`config.mk`:
```
export PLATFORM = sky130hd
export DESIGN_NAME = nand_gate_sequencer
export DESIGN_NICKNAME = d
export VERILOG_FILES = /design/src/rtl/nand_seq_pkg.sv /design/src/rtl/nand_seq_dwell_timer.sv /design/src/rtl/nand_gate_sequencer.sv
export SDC_FILE = /design/constraint.sdc
export NUM_CORES = 1
export LEC_CHECK = 0
export BUFFER_PORTS_ARGS = -buffer_cell sky130_fd_sc_hd__buf_4
export CAP_MARGIN = 30
export CORE_AREA = 8 8 51 53
export CTS_CLUSTER_SIZE = 40
export DETAILED_ROUTE_END_ITERATION = 16
export DIE_AREA = 0 0 59 61
export PLACE_DENSITY = 0.71
export SYNTH_ARGS = -nofsm -noshare
export SYNTH_HDL_FRONTEND = slang
export SYNTH_SLANG_ARGS = --single-unit
export TNS_END_PERCENT = 5
```
`constraint.sdc`:
```
create_clock -name clk -period 1.6 [get_ports clk]
set_clock_uncertainty 0.2 [all_clocks]
set_input_delay 0.08 -clock clk [delete_from_list [all_inputs] [get_ports clk]]
set_output_delay 0.08 -clock clk [all_outputs]
set_load 0.05 [all_outputs]
```
`src/rtl/nand_seq_pkg.sv`:
```
// Shared types and helpers for the NAND gate stimulus sequencer.
package nand_seq_pkg;

    typedef enum logic [1:0] {
        IDLE  = 2'd0,
        DRIVE = 2'd1,
        DONE  = 2'd2
    } nand_seq_state_t;

    localparam int NUM_VEC = 4;

    // Golden response of a healthy 2-input NAND gate.
    function automatic logic nand_expected(input logic a, input logic b);
        return ~(a & b);
    endfunction

endpackage

```
`src/rtl/nand_seq_dwell_timer.sv`:
```
// Dwell timer: counts clocks spent on the current vector and flags the
// final dwell clock, on which the gate output is sampled.
module nand_seq_dwell_timer #(
    parameter int DWELL_CYCLES = 10
) (
    input  logic clk,
    input  logic rst,
    input  logic clr,
    input  logic en,
    output logic last
);

    localparam int CNT_W = $clog2(DWELL_CYCLES + 1);
    localparam logic [CNT_W-1:0] LAST_CNT = CNT_W'(DWELL_CYCLES - 1);

    logic [CNT_W-1:0] cnt_q;
    logic [CNT_W-1:0] cnt_d;

    assign last = en && (cnt_q == LAST_CNT);

    // Next count: restart on clear or after the last dwell clock, else count up.
    always_comb begin
        cnt_d = cnt_q;
        if (clr) begin
            cnt_d = '0;
        end else if (en) begin
            cnt_d = last ? '0 : cnt_q + CNT_W'(1);
        end
    end

    // Count register with synchronous reset.
    always_ff @(posedge clk) begin
        if (rst) begin
            cnt_q <= '0;
        end else begin
            cnt_q <= cnt_d;
        end
    end

endmodule

```
`src/rtl/nand_gate_sequencer.sv`:
```
// Clocked stimulus controller for a 2-input NAND gate: sweeps (a,b) through
// 00,10,01,11, holds each vector DWELL_CYCLES clocks and checks the gate
// output on the last dwell clock.
// Optional feature macro: NAND_SEQ_ERRCNT_EN adds a saturating err_cnt port.
module nand_gate_sequencer
    import nand_seq_pkg::*;
#(
    parameter int DWELL_CYCLES = 10
) (
    input  logic               clk,
    input  logic               rst,
    input  logic               start,
    output logic               gate_a,
    output logic               gate_b,
    input  logic               gate_out,
    output logic               busy,
    output logic               done,
    output logic               pass,
    output logic [NUM_VEC-1:0] fail_vec
`ifdef NAND_SEQ_ERRCNT_EN
    ,
    output logic [7:0]         err_cnt
`endif
);

    nand_seq_state_t    state_q, state_d;
    logic [1:0]         vec_q, vec_d;
    logic [NUM_VEC-1:0] fail_vec_q, fail_vec_d;
    logic               pass_q, pass_d;
    logic               done_q, done_d;
    logic               timer_clr;
    logic               timer_en;
    logic               dwell_last;
    logic               mismatch;

    nand_seq_dwell_timer #(
        .DWELL_CYCLES(DWELL_CYCLES)
    ) u_dwell_timer (
        .clk (clk),
        .rst (rst),
        .clr (timer_clr),
        .en  (timer_en),
        .last(dwell_last)
    );

    assign timer_en = (state_q == DRIVE);

    // The gate inputs come straight from the vector register, so they only
    // move on vector transitions and never glitch.
    assign gate_a   = vec_q[0];
    assign gate_b   = vec_q[1];
    assign busy     = (state_q != IDLE);
    assign done     = done_q;
    assign pass     = pass_q;
    assign fail_vec = fail_vec_q;

    // Sweep control: accept start in IDLE, sample and advance in DRIVE,
    // report for one clock in DONE.
    always_comb begin
        state_d    = state_q;
        vec_d      = vec_q;
        fail_vec_d = fail_vec_q;
        pass_d     = pass_q;
        done_d     = 1'b0;
        timer_clr  = 1'b0;
        mismatch   = 1'b0;
        case (state_q)
            IDLE: begin
                if (start) begin
                    state_d    = DRIVE;
                    vec_d      = 2'd0;
                    fail_vec_d = '0;
                    pass_d     = 1'b0;
                    timer_clr  = 1'b1;
                end
            end
            DRIVE: begin
                if (dwell_last) begin
                    mismatch = (gate_out != nand_expected(vec_q[0], vec_q[1]));
                    if (mismatch) begin
                        fail_vec_d[vec_q] = 1'b1;
                    end
                    if (vec_q == 2'(NUM_VEC - 1)) begin
                        state_d = DONE;
                        done_d  = 1'b1;
                        pass_d  = (fail_vec_d == '0);
                    end else begin
                        vec_d = vec_q + 2'd1;
                    end
                end
            end
            DONE: begin
                state_d = IDLE;
                vec_d   = 2'd0;
            end
            default: begin
                state_d = IDLE;
                vec_d   = 2'd0;
            end
        endcase
    end

    // State and result registers; reset discards any sweep in progress.
    always_ff @(posedge clk) begin
        if (rst) begin
            state_q    <= IDLE;
            vec_q      <= 2'd0;
            fail_vec_q <= '0;
            pass_q     <= 1'b0;
            done_q     <= 1'b0;
        end else begin
            state_q    <= state_d;
            vec_q      <= vec_d;
            fail_vec_q <= fail_vec_d;
            pass_q     <= pass_d;
            done_q     <= done_d;
        end
    end

`ifdef NAND_SEQ_ERRCNT_EN
    logic [7:0] err_cnt_q, err_cnt_d;

    assign err_cnt = err_cnt_q;

    // Lifetime mismatch tally; survives start, saturates instead of wrapping.
    always_comb begin
        err_cnt_d = err_cnt_q;
        if (mismatch && (err_cnt_q != 8'hFF)) begin
            err_cnt_d = err_cnt_q + 8'd1;
        end
    end

    // Error counter register, cleared only by reset.
    always_ff @(posedge clk) begin
        if (rst) begin
            err_cnt_q <= 8'd0;
        end else begin
            err_cnt_q <= err_cnt_d;
        end
    end
`else
    // Without the error counter, mismatches are reported only through fail_vec.
`endif

endmodule
```
## Word level (Yosys, flattened, before mapping)

Index checks and enable logic that the tools add are counted.

| word-level totals | value |
|---|---|
| output and inout bits | 9 |
| word-level logic and storage cells | 59 |
| input port bits | 4 |
| flip-flop bits (word level) | 14 |

| operators by class | value |
|---|---|
| bitwise logic cells | 5 |
| eq/ne operators | 8 |
| reductions and logical operators | 12 |
| mux-type cells | 24 |
| $add $sub $neg | 2 |
| order comparisons | 2 |

Operators by type and width:

| cell | count |
|---|---|
| $mux W4 | 6 |
| $mux W2 | 6 |
| $reduce_and A3 Y1 | 3 |
| $ne A2 B2 Y1 const B | 4 |
| $pmux W2 S2 | 2 |
| $pmux W4 S2 | 1 |
| $mux W1 | 7 |
| $add A4 B1 Y4 const B | 1 |
| $eq A4 B4 Y1 const B | 1 |
| $logic_not A4 Y1 | 1 |
| $or A4 B4 Y4 | 1 |
| $reduce_and A4 Y1 | 1 |
| $reduce_bool A2 Y1 | 2 |
| $lt A2 B3 Y1 const B | 1 |
| $not A1 Y1 | 3 |
| $reduce_or A3 Y1 | 1 |
| $add A2 B1 Y2 const B | 1 |
| $demux W1 S2 | 1 |
| $eq A2 B1 Y1 const B | 1 |
| $eq A2 B2 Y1 const B | 1 |
| $ge A2 B1 Y1 const B | 1 |
| $logic_and A1 B1 Y1 | 2 |
| $logic_not A2 Y1 | 1 |
| $pmux W1 S2 | 1 |
| 3 further kinds | 3 |

## Longest topological paths before layout

Gate-level depths: netlist (run 1).

| logic depth | value |
|---|---|
| depth in word-level cells | 12 |
| depth in mapped cells | 6 |
| gate-level depth less buffers | 5 |

## Modules after synthesis

A second synthesis (run 1) with hierarchy kept.

| second synthesis, totals | value |
|---|---|
| cells, all modules | 86 |
| area, all modules | 758.2 um^2 |

Modules (own cells, without submodules):

| module | area each (um^2) | cells an instance | instances | sequential area each (um^2) |
|---|---|---|---|---|
| nand_gate_sequencer | 556.8 | 63 | 1 | 200.2 |
| nand_seq_dwell_timer | 201.4 | 23 | 1 | 80.1 |

## Worst setup path before layout (run 1)

OpenSTA, ideal clock, no wires.

| timing path | value |
|---|---|
| kind | flip-flop to flip-flop |
| start point | register vec_q[0] |
| end point | register pass_q, in the netlist pass |
| stages on the path, launching flop included | 6 |
| period minus slack after synthesis | 1.887 ns |
| setup time | 0.087 ns |
| data required time | 1.313 ns |
| setup slack | -0.287 ns |
| arrival time | 1.600 ns |
| path buffers | 1 |
| cell sequence | dfxtp_1 > ha_1 > buf_6 > a2111oi_1 > o311ai_1 > o31ai_1 |

| on the way | value |
|---|---|
| cells in the longest elaborated chain, start to end | 12 |
| elaborated cells between the ends (all ways) | 19 |
| those cells by class | 2 x order compare; 3 x eq/ne; 8 x mux; 3 x bitwise; 3 x reduce/logical |

RTL lines:

| element | RTL line | text |
|---|---|---|
| start: declaration | nand_gate_sequencer.sv:27 | `logic [1:0] vec_q, vec_d;` |
| start signal: assignment | nand_gate_sequencer.sv:113 | `vec_q <= vec_d;` |
| $lt A2 B3 Y1 (implied by the code) or $ge A2 B1 Y1 (tied branches) | nand_gate_sequencer.sv:81 | `fail_vec_d[vec_q] = 1'b1;` |
| $logic_and A1 B1 Y1 (implied by the code) | nand_gate_sequencer.sv:81 |  |
| $mux W1 (implied by the code) | nand_gate_sequencer.sv:81 |  |
| $demux W1 S2 | nand_gate_sequencer.sv:81 |  |
| $or A4 B4 Y4 (no line) | - |  |
| $mux W4 | nand_gate_sequencer.sv:80 | `if (mismatch) begin` |
| $mux W4 | nand_gate_sequencer.sv:78 | `if (dwell_last) begin` |
| $mux W4 | nand_gate_sequencer.sv:67 | `case (state_q)` |
| $logic_not A4 Y1 | nand_gate_sequencer.sv:86 | `pass_d = (fail_vec_d == '0);` |
| $mux W1 | nand_gate_sequencer.sv:83 | `if (vec_q == 2'(NUM_VEC - 1)) begin` |
| $mux W1 | nand_gate_sequencer.sv:78 |  |
| $pmux W1 S2 | nand_gate_sequencer.sv:67 |  |
| end signal: assignment | nand_gate_sequencer.sv:115 | `pass_q <= pass_d;` |
| end: declaration | nand_gate_sequencer.sv:29 | `logic pass_q, pass_d;` |

Several ways; a longest one is shown, not always the timed one. The select of a mux whose other input is x is not followed.
A chain may end at the register's enable or synchronous reset.

## Worst setup path in the final report (run 1)

| timing path | value |
|---|---|
| start point | register u_dwell_timer.cnt_q[1] |
| end point | register u_dwell_timer.cnt_q[1] |

| on the way | value |
|---|---|
| cells in the longest elaborated chain, start to end | 3 |
| elaborated cells between the ends (all ways) | 4 |
| those cells by class | 1 x add/sub; 1 x eq/ne; 1 x mux; 1 x reduce/logical |

RTL lines:

| element | RTL line | text |
|---|---|---|
| start: declaration | nand_seq_dwell_timer.sv:16 | `logic [CNT_W-1:0] cnt_q;` |
| start signal: assignment | nand_seq_dwell_timer.sv:36 | `cnt_q <= cnt_d;` |
| parallel branches: the longest is 2 deep, another holds $add A4 B1 Y4 | - |  |
| $mux W4 * | nand_seq_dwell_timer.sv:27 | `cnt_d = last ? '0 : cnt_q + CNT_W'(1);` |

Mark *: on every way between the ends.

==> results.md, run 1 <==
- Compared with the post-synthesis result, the final layout area differs by 35.0%.
- During synthesis, Yosys emitted a total of 0 warnings.
- Setup violations remaining at the end of the flow were counted as 0.
- The TritonCTS sink count is 14.
- The multi-input gate area in the final layout is 524 µm².
- The most used flip-flop cell after synthesis is dfxtp_1.
- Detailed routing inserted a total of 719 vias.
- In the layout the commonest cells are 20 x buf_4, 10 x dfxtp_1, 5 x a21oi_1, 5 x nor2_1.
- The met3 wire length is 61 µm.
- TritonCTS built the clock tree.
- The endpoint arrival time on the critical path is 1600 ps.
- The worst register-to-register path has a depth of 5.
- The clock passes through at most 2 buffers.
- After global routing the overflow that remains totals 0.
- The placed instances occupy a cell area of 963 µm².
- Once detail routing completed, the nets flagged for antenna violations numbered 0.
- Entering global routing, the biggest net connects 11 pins.
- The root buffer cell is clkbuf_4.
- Once routing completed, OpenROAD measured the worst setup slack at 5.78 ps.
- The critical path endpoint category is a flip-flop.
- The run finished with clean final reports.
- The floorplan core area is 0.00184 mm².
- The count of distinct cell types in the synthesized netlist is 38.
- The portion of the post-synthesis area used by sequential elements is 34.5%.
- The floorplan step set the die height to 61 µm.
- After routing the design area is 0.00110 mm².
- The via count of the first global-routing pass is 717.
- The number of flops mapped to enable cells by yosys is 0.
- The worst hold path belongs to the class flip-flop to flip-flop.
- Headroom to the max-slew limit came out at 75.5%.
- Once detailed placement completed, the half-perimeter wirelength came to 1390 µm.
- In the finished design, the share of the clock period the worst path needs comes to 99.6%.
- The floorplan step defined a die boundary enclosing 0.00360 mm².
- Routed signal wires occupy layers up through met4.
- After detailed routing, the number of remaining DRC violations is 0.
- The sequential cell area is 295 µm².
- Cells with a size suffix above 1 make up 40.9% of the layout.
- The minimum clock period is 1590 ps.
- The clock reaches the later pin of the worst-skew pair after 280 ps.
- The setup path with the least slack is of type flip-flop to flip-flop.
- The number of vias per cell after detailed routing is 5.25.
- The power consumption is 0.761 mW.
- The number of iterations in the first detailed-routing pass is 4.
- The most common cell after layout, fill and taps aside is buf_4.
- The number of hold violations in the final report is 0.
- The placed cell count is 126.
- The total power divided by cell area is 694 mW/mm².
- The number of fillers in the final layout is 184.
- Counting every instance in the synthesized netlist gives 87.
- The deepest level of the CTS H-tree is 1.
- The reported max-cap violation count is 0.
- The net count after synthesis is 97.
- The routability-driven placement congestion ratio is 0.774.
- The net count reported at finish is 121.
- The count of standard-cell rows is 16.
- The diode insertion count for antenna repair is 0.
- The largest fanout on the critical path is 5.
- The clock input transition at the sequential cells of the worst setup and hold paths is 90 ps.
- The horizontal die dimension is 59 µm.
- In the global route stage, overall resource usage came out at 11.0%.
- After the first detailed-routing iteration, the DRC count stood at 6.
- The count of buffers added on input and output ports is 12.
- The wire length after detailed routing is 1910 µm.
- The slew at the pin with the worst max-slew slack is 365 ps.
- The worst setup path is launched from a flip-flop.
- The number of clock buffers added by TritonCTS is 3.
- After detailed routing, the average wire length per cell comes to 13.9 µm.
- The post-synthesis area per instance is 9.33 µm².
- The worst hold path stage count is 1.
- The first-pass GRT wire length is 3060 µm.
- At the placement stage, the worst setup path has a slack of -15.5 ps.
- 13 I/O pins were placed.
- Counting flops with an async set or reset pin after synthesis yields a share of 0%.
- After detailed routing, the wire length on met1 is 847 µm.
- The worst-case IR drop observed on VDD is 367 µV.
- The number of slew-limit violations in the final report is 0.
- Synthesis inferred 14 register bits.
- Setup repair after global routing could not meet its margin everywhere.
- The routed design uses 978 µm of met2 wire.
- The area of the mapped netlist is 812 µm².
- For the worst setup path, the data required time is 1610 ps.
- Static timing analysis puts the maximum clock frequency at 0.627 GHz.
- The initial antenna violation count is 0.
- For this design the static power due to leakage is 0.435 nW.
- The finished layout holds 137 standard cells, fillers aside.
- The effective utilization at floorplan is 44.1%.
[synth_stat cells (2+ instances only)]
master / number / area, µm²
nor2b_1: 3 / 18.8
and3_2: 2 / 15.0
a31oi_1: 2 / 12.5
nor3_1: 3 / 15.0
xnor2_1: 2 / 17.5
ha_1: 6 / 75.1
buf_6: 2 / 22.5
or2_2: 2 / 12.5
a21oi_1: 5 / 25.0
inv_1: 4 / 15.0
nor2_1: 5 / 18.8
dfxtp_1: 14 / 280
a41oi_1: 3 / 26.3
nand2b_1: 3 / 18.8
or3_1: 2 / 12.5
buf_2: 2 / 10.0
o21ai_0: 4 / 20.0
nand2_1: 3 / 11.3
[power breakdown]
group	leakage, nW	total (mW)	internal [mW]	switching [mW]
clock network	0.0210	0.259	0.138	0.121
logic	0.298	0.135	0.0610	0.0738
registers	0.116	0.367	0.354	0.0133
[per-stage QoR]
| step | setup TNS [ps] | hold slack, ps | utilization, % |
|---|---|---|---|
| 2_1_floorplan | -11.7 | 81.9 | - |
| 3_3_place_gp | 0 | 138 | 52.3 |
| 3_5_place_dp | -15.5 | 145 | 52.3 |
| 4_1_cts | -42.5 | 310 | 56.0 |
| 5_1_grt | -84.5 | 351 | 59.5 |
| 6_report | 0 | 313 | 59.5 |
[sequential cells by signal (all words and copies together), names as in the netlist]
signal and flops:
u_dwell_timer.cnt_q 4, vec_q 2, state_q 2, pass 1, fail_vec 4, done 1
[cells by family (layout without fill, tap and decap cells)]
kind of cell	count (synthesis)	in the layout	share of synthesized area (%)
muxes	1	1	1.23
and+or+nand+nor	32	32	25.9
adders and majority gates	6	6	9.24
DFF	14	14	34.5
buffers and inverters	9	32	6.32
xor gates and xnor gates	3	3	3.24
AOI/OAI and AO/OA	22	22	19.6
[metal layers]
layer / GRT usage [%] / vias to the layer above
li1: - / 358
met1: 12.3 / 349
met2: 18.8 / 10
met3: 2.54 / 2
met4: 6.14 / 0
met5: 0 / -
[worst paths after layout]
| path | startpoint | endpoint | slack, ps |
|---|---|---|---|
| min reg2reg | state_q[0] | state_q[0] | 310 |
| min | state_q[0] | state_q[0] | 310 |
| max | u_dwell_timer.cnt_q[1] | u_dwell_timer.cnt_q[1] | 6 |
| max reg2reg | u_dwell_timer.cnt_q[1] | u_dwell_timer.cnt_q[1] | 6 |
[cell type report]
type / instances / area share (%)
clock buffers: 4 / 3.31
inverters: 4 / 1.37
multi-input cells: 64 / 47.8
flip-flops and latches: 14 / 26.9
well taps: 27 / 3.08
repair buffers: 24 / 17.5
[what timing repair did]
| action | 4_1_cts | 5_1_grt |
|---|---|---|
| endpoints found under the setup margin | 2 | 7 |
| setup buffers | 0 | 4 |
| gates cloned | 0 | 0 |
| gates resized for setup | 1 | 8 |
| hold endpoints to repair | 7 | 0 |
| pin swaps | 0 | 4 |
| hold buffers | 3 | 0 |
[critical path: stages (launching register included)]
cell	delay (ps)
dfxtp_4	380
inv_2	50
ha_4	150
and3b_2	240
or3_4	390
a21oi_2	120
Power figures use the tool's default switching activity.
==> run 2: changes to the inputs <==
--- a/config.mk
+++ b/config.mk
@@ -5,14 +5,15 @@
 export SDC_FILE = /design/constraint.sdc
 export NUM_CORES = 1
 export LEC_CHECK = 0
-export BUFFER_PORTS_ARGS = -buffer_cell sky130_fd_sc_hd__buf_4
+export BUFFER_PORTS_ARGS = -buffer_cell sky130_fd_sc_hd__buf_2
 export CAP_MARGIN = 30
-export CORE_AREA = 8 8 51 53
+export CORE_AREA = 2 2 44 46
 export CTS_CLUSTER_SIZE = 40
 export DETAILED_ROUTE_END_ITERATION = 16
-export DIE_AREA = 0 0 59 61
+export DIE_AREA = 0 0 46 48
 export PLACE_DENSITY = 0.71
 export SYNTH_ARGS = -nofsm -noshare
 export SYNTH_HDL_FRONTEND = slang
+export SYNTH_HIERARCHICAL = 1
 export SYNTH_SLANG_ARGS = --single-unit
 export TNS_END_PERCENT = 5
==> run 2 against run 1 <==
Net effect:
- the flow now finishes with violations (negative setup slack)
- register-to-register slack worse by 190 ps
- clock-buffer cell count decreased by 1
- area after synthesis down 6.6%
- clock power fell by 27%
- critical path depth increased by 3
- first-iteration DRC count grew 67%
- sequential share of layout area decreased by 0.18 points
- via count up 1.5%
- die area down 39%
- critical endpoint is now vec_q[1]
==> results.md, run 2 <==
- Among all cell types in the netlist, the one instantiated most often is dfxtp_1.
- The worst reg2reg path endpoint is vec_q[1].
- In this run the critical register-to-register path is launched from u_dwell_timer/cnt_q[1].
- The least setup slack across all paths after layout is -183 ps (-189 ps).
- The signal on the critical path passes through inv_1, ha_1, nand4b_1, inv_2, nor2b_4, mux2_4, a21oi_2, nor3_1.
- The insertion delay of the later-clocked pin in the worst-skew pair came to 270 ps (about the same).
- The power consumption was 0.638 mW (-16%).
- The horizontal die dimension is 46 µm (-22%).
- The DRC marker count from the first detailed-route iteration came to 10 (+4).
- In the post-synthesis netlist, the biggest area contributors are dfxtp_1 37%, ha_1 9.9%, nor2_1 5.0%.
- Leaving out fill and tap cells, the most frequent cell in the layout is buf_4.
- The most used flip-flop cell after synthesis is dfxtp_1.
- The slowest stage of the critical path belongs to the cell dfxtp_2.
- The number of hold violations in the final report is 0 (unchanged).
- The cell type with the highest aggregate area in the netlist is dfxtp_1.
- Leaving out fill and tap cells, the most frequent cells in the layout are 18 x buf_4, 12 x buf_2, 10 x nor2_1, 10 x dfxtp_1, 7 x nand2_1.
- The minimum clock period is 1780 ps (+189 ps).
- The peak supply drop is 645 µV (+76%).
- The initial antenna violation count was 0 (unchanged).
- The largest net degree at the start of global routing was 13 (+2).
- The floorplan core area came to 0.00169 mm² (-8.3%).
- The cell area after layout is 0.00108 mm² (-1.0%).
- The min-delay analysis places its worst path in the category flip-flop to flip-flop.
- The net count after synthesis is 96 (-1.0%).
- The overall die area is 0.00221 mm² (-39%).
- The hold path endpoint is fail_vec[3].
- The post-synthesis cell count is 86 (-1.1%).
- The post-synthesis area per instance is 8.82 µm² (-5.5%).
- TritonCTS built the clock tree.
- The proportion of layout cells with a drive suffix above 1 is 44.2% (+3.3 points).
- The root buffer cell is clkbuf_4.
- The total clock buffers created by CTS is 3 (unchanged).
- The run finished, with violations left.
- The hold path startpoint is fail_vec[3].
- The slew at the pin with the worst max-slew slack is 351 ps (-14.4 ps).
- The detailed-route DRC error count came to 0 (unchanged).
- The number of flops mapped to enable cells by yosys was 0 (unchanged).
- The height of the chip is 48 µm (-21%).
- The net count reported at finish is 132 (+9.1%).
- The worst-case headroom to the max-slew limit was 76.4% (+0.95 points).
- The register-to-register path setup slack was -180 ps (-190 ps).
- The buffer depth of the longest clock path is 2 (unchanged).
- The flop and latch count out of synthesis is 14 (unchanged).
- The proportion of netlist area held by the largest area contributor was 37.0% (+2.4 points).
- The cell area after placement was 982 µm² (+1.9%).
- The sum of negative setup slack was -464 ps (-464 ps).
- The number of warning messages in the yosys log came to 6 (+6).
- The critical path endpoint category is a flip-flop.
- Setup repair after global routing could not meet its margin everywhere.
- The TritonCTS sink count is 14 (unchanged).
- The portion of the clock cycle consumed by the worst path in the final layout is 111% (+12 points).
- The leakage power total is 0.493 nW (+13%).
- The worst stage delay on the critical path came to 320 ps (-70 ps).
- The multi-input gate area in the final layout was 488 µm² (-6.9%).
- Counting instances in the post-synthesis netlist gives the leading cell types as 14 x dfxtp_1, 10 x nor2_1, 8 x nand2_1.
- The number of slew-limit violations in the final report was 0 (unchanged).
- The diode insertion count for antenna repair came to 0 (unchanged).
- The required time of the critical path is 1560 ps (-50 ps).
- The largest fanout on the critical path came to 3 (-2).
- The core occupancy in the finished layout is 64.2% (+4.7 points).
- The count of standard-cell rows came to 15 (-1).
- The deepest level of the CTS H-tree is 1 (unchanged).
- The effective utilization at floorplan is 44.9% (+0.80 points).
- The reported max-cap violation count came to 0 (unchanged).
- The number of fillers in the final layout is 139 (-24%).
- The total via count after detailed routing is 730 (+1.5%).
- The final reports fail on negative setup slack.
- The clock input transition at the sequential cells of the worst setup and hold paths came to 80 ps (about the same).
- The total power divided by cell area is 588 mW/mm² (-15%).
- The final number of setup-violating endpoints came to 5 (+5).
- STA classifies the critical path startpoint as a flip-flop.
- The share of flip-flops with an asynchronous set or reset after synthesis is 0% (unchanged).
- The count of distinct cell types in the synthesized netlist was 31 (-18%).
- The post-detailed-route wirelength per cell was 12.8 µm (-8.4%).
- The area growth from synthesis to layout is 43.1%.
- The count of cells along the worst register-to-register path is 8 (+3).
- The category of the critical setup timing path is flip-flop to flip-flop.
- The maximum operating frequency is 0.561 GHz (-11%).
- The routability-driven placement congestion ratio is 0.781 (+0.87%).
- The HPWL after detailed placement is 1310 µm (-5.9%).
- The sequential cell area is 290 µm² (-1.7%).
- The worst hold path stage count was 2 (+1).
- The via count of the first global-routing pass was 702 (-2.1%).
- The endpoint arrival time on the critical path is 1740 ps (+140 ps).
- The top-level port count is 13 (unchanged).
- The wire length after detailed routing is 1750 µm (-8.4%).
- The number of buffers added on ports is 12 (unchanged).
- The area of the mapped netlist is 758 µm² (-6.6%).
- The first-pass GRT wire length was 2840 µm (-7.2%).
- The remaining antenna violation count after routing is 0 (unchanged).
- The portion of the post-synthesis area used by sequential elements is 37.0% (+2.4 points).
- The global route total overflow is 0 (unchanged).
- The global-route usage over all layers is 18.3% (+7.4 points).
- The number of iterations in the first detailed-routing pass was 4 (unchanged).
- The number of vias per cell after detailed routing came to 5.33 (+1.5%).
[run 2: cell count changes after synthesis, sizes merged, moves of 3 or more]
cell,before,now
a41oi,3,0
inv,4,7
nand2,3,8
nor2,5,10
nor3,3,6
o21ai,4,0
or3,3,0
[run 2: where the power goes]
part,internal (mW),switching [mW],leakage [nW],total [mW]
combinational,0.0415,0.0545,0.364,0.0960
clock,0.0871,0.101,0.0138,0.188
sequential,0.351,0.00289,0.116,0.354
total,0.480,0.158,0.493,0.638
[run 2: worst max-delay path by stage]
| stage | start | to | slack, ps | depth (start not counted) |
|---|---|---|---|---|
| global route | u_dwell_timer/cnt_q[1] | vec_q[1] | -260 | 8 |
| global placement | state_q[0] | vec_q[1] | -130 | 7 |
| detailed placement | state_q[0] | vec_q[1] | -190 | 7 |
| finish | u_dwell_timer/cnt_q[1] | vec_q[1] | -180 | 8 |
| floorplan | state_q[0] | vec_q[1] | -270 | 8 |
| CTS | u_dwell_timer/cnt_q[1] | vec_q[1] | -170 | 8 |
[run 2: per-layer routing]
metal	vias up	routed length [µm]	GRT usage, %
li1	370	-	-
met1	348	703	18.4
met2	12	980	33.3
met3	0	64	8.68
met4	0	0	6.29
met5	-	0	0
[run 2: worst max-delay path: cells and delay by family (launching register included)]
family          cells  cell delay (ps)
compound gates      1              120
mux                 1              310
simple gates        3              410
flops               1              320
buf+inv             2              170
fa+ha+maj           1              130
[run 2: cell families after synthesis]
family,Yosys count,synth area share [%]
xor+xnor,4,4.62
fa+ha+maj,6,9.90
compound gates,13,12.7
mux,1,1.49
buf+inv,10,5.61
simple gates,38,28.7
flops,14,37.0
[run 2: timing repair]
action / 4_1_cts / 5_1_grt
resized for setup: 3 / 7
buffers inserted: 0 / 1
pin swaps: 1 / 4
hold buffers: 3 / 0
setup endpoints to repair: 5 / 10
endpoints found under the hold margin: 8 / 0
cloned: 0 / 0
[run 2: cell type report]
type | count | share of cell area, %
Tap cell | 17 | 1.96
Inverter | 7 | 2.42
Sequential cell | 14 | 26.8
Clock buffer | 3 | 2.08
Timing Repair Buffer | 34 | 21.8
Multi-Input combinational cell | 62 | 45.0
[run 2: stage by stage]
stage                     setup slack, ps  std cells  hold slack, ps
after global routing                 -261        137             342
after CTS                            -174        136             301
final                                -183        137             306
after floorplan                      -266         86            48.8
after global placement               -133        130             215
after detailed placement             -189        130             227
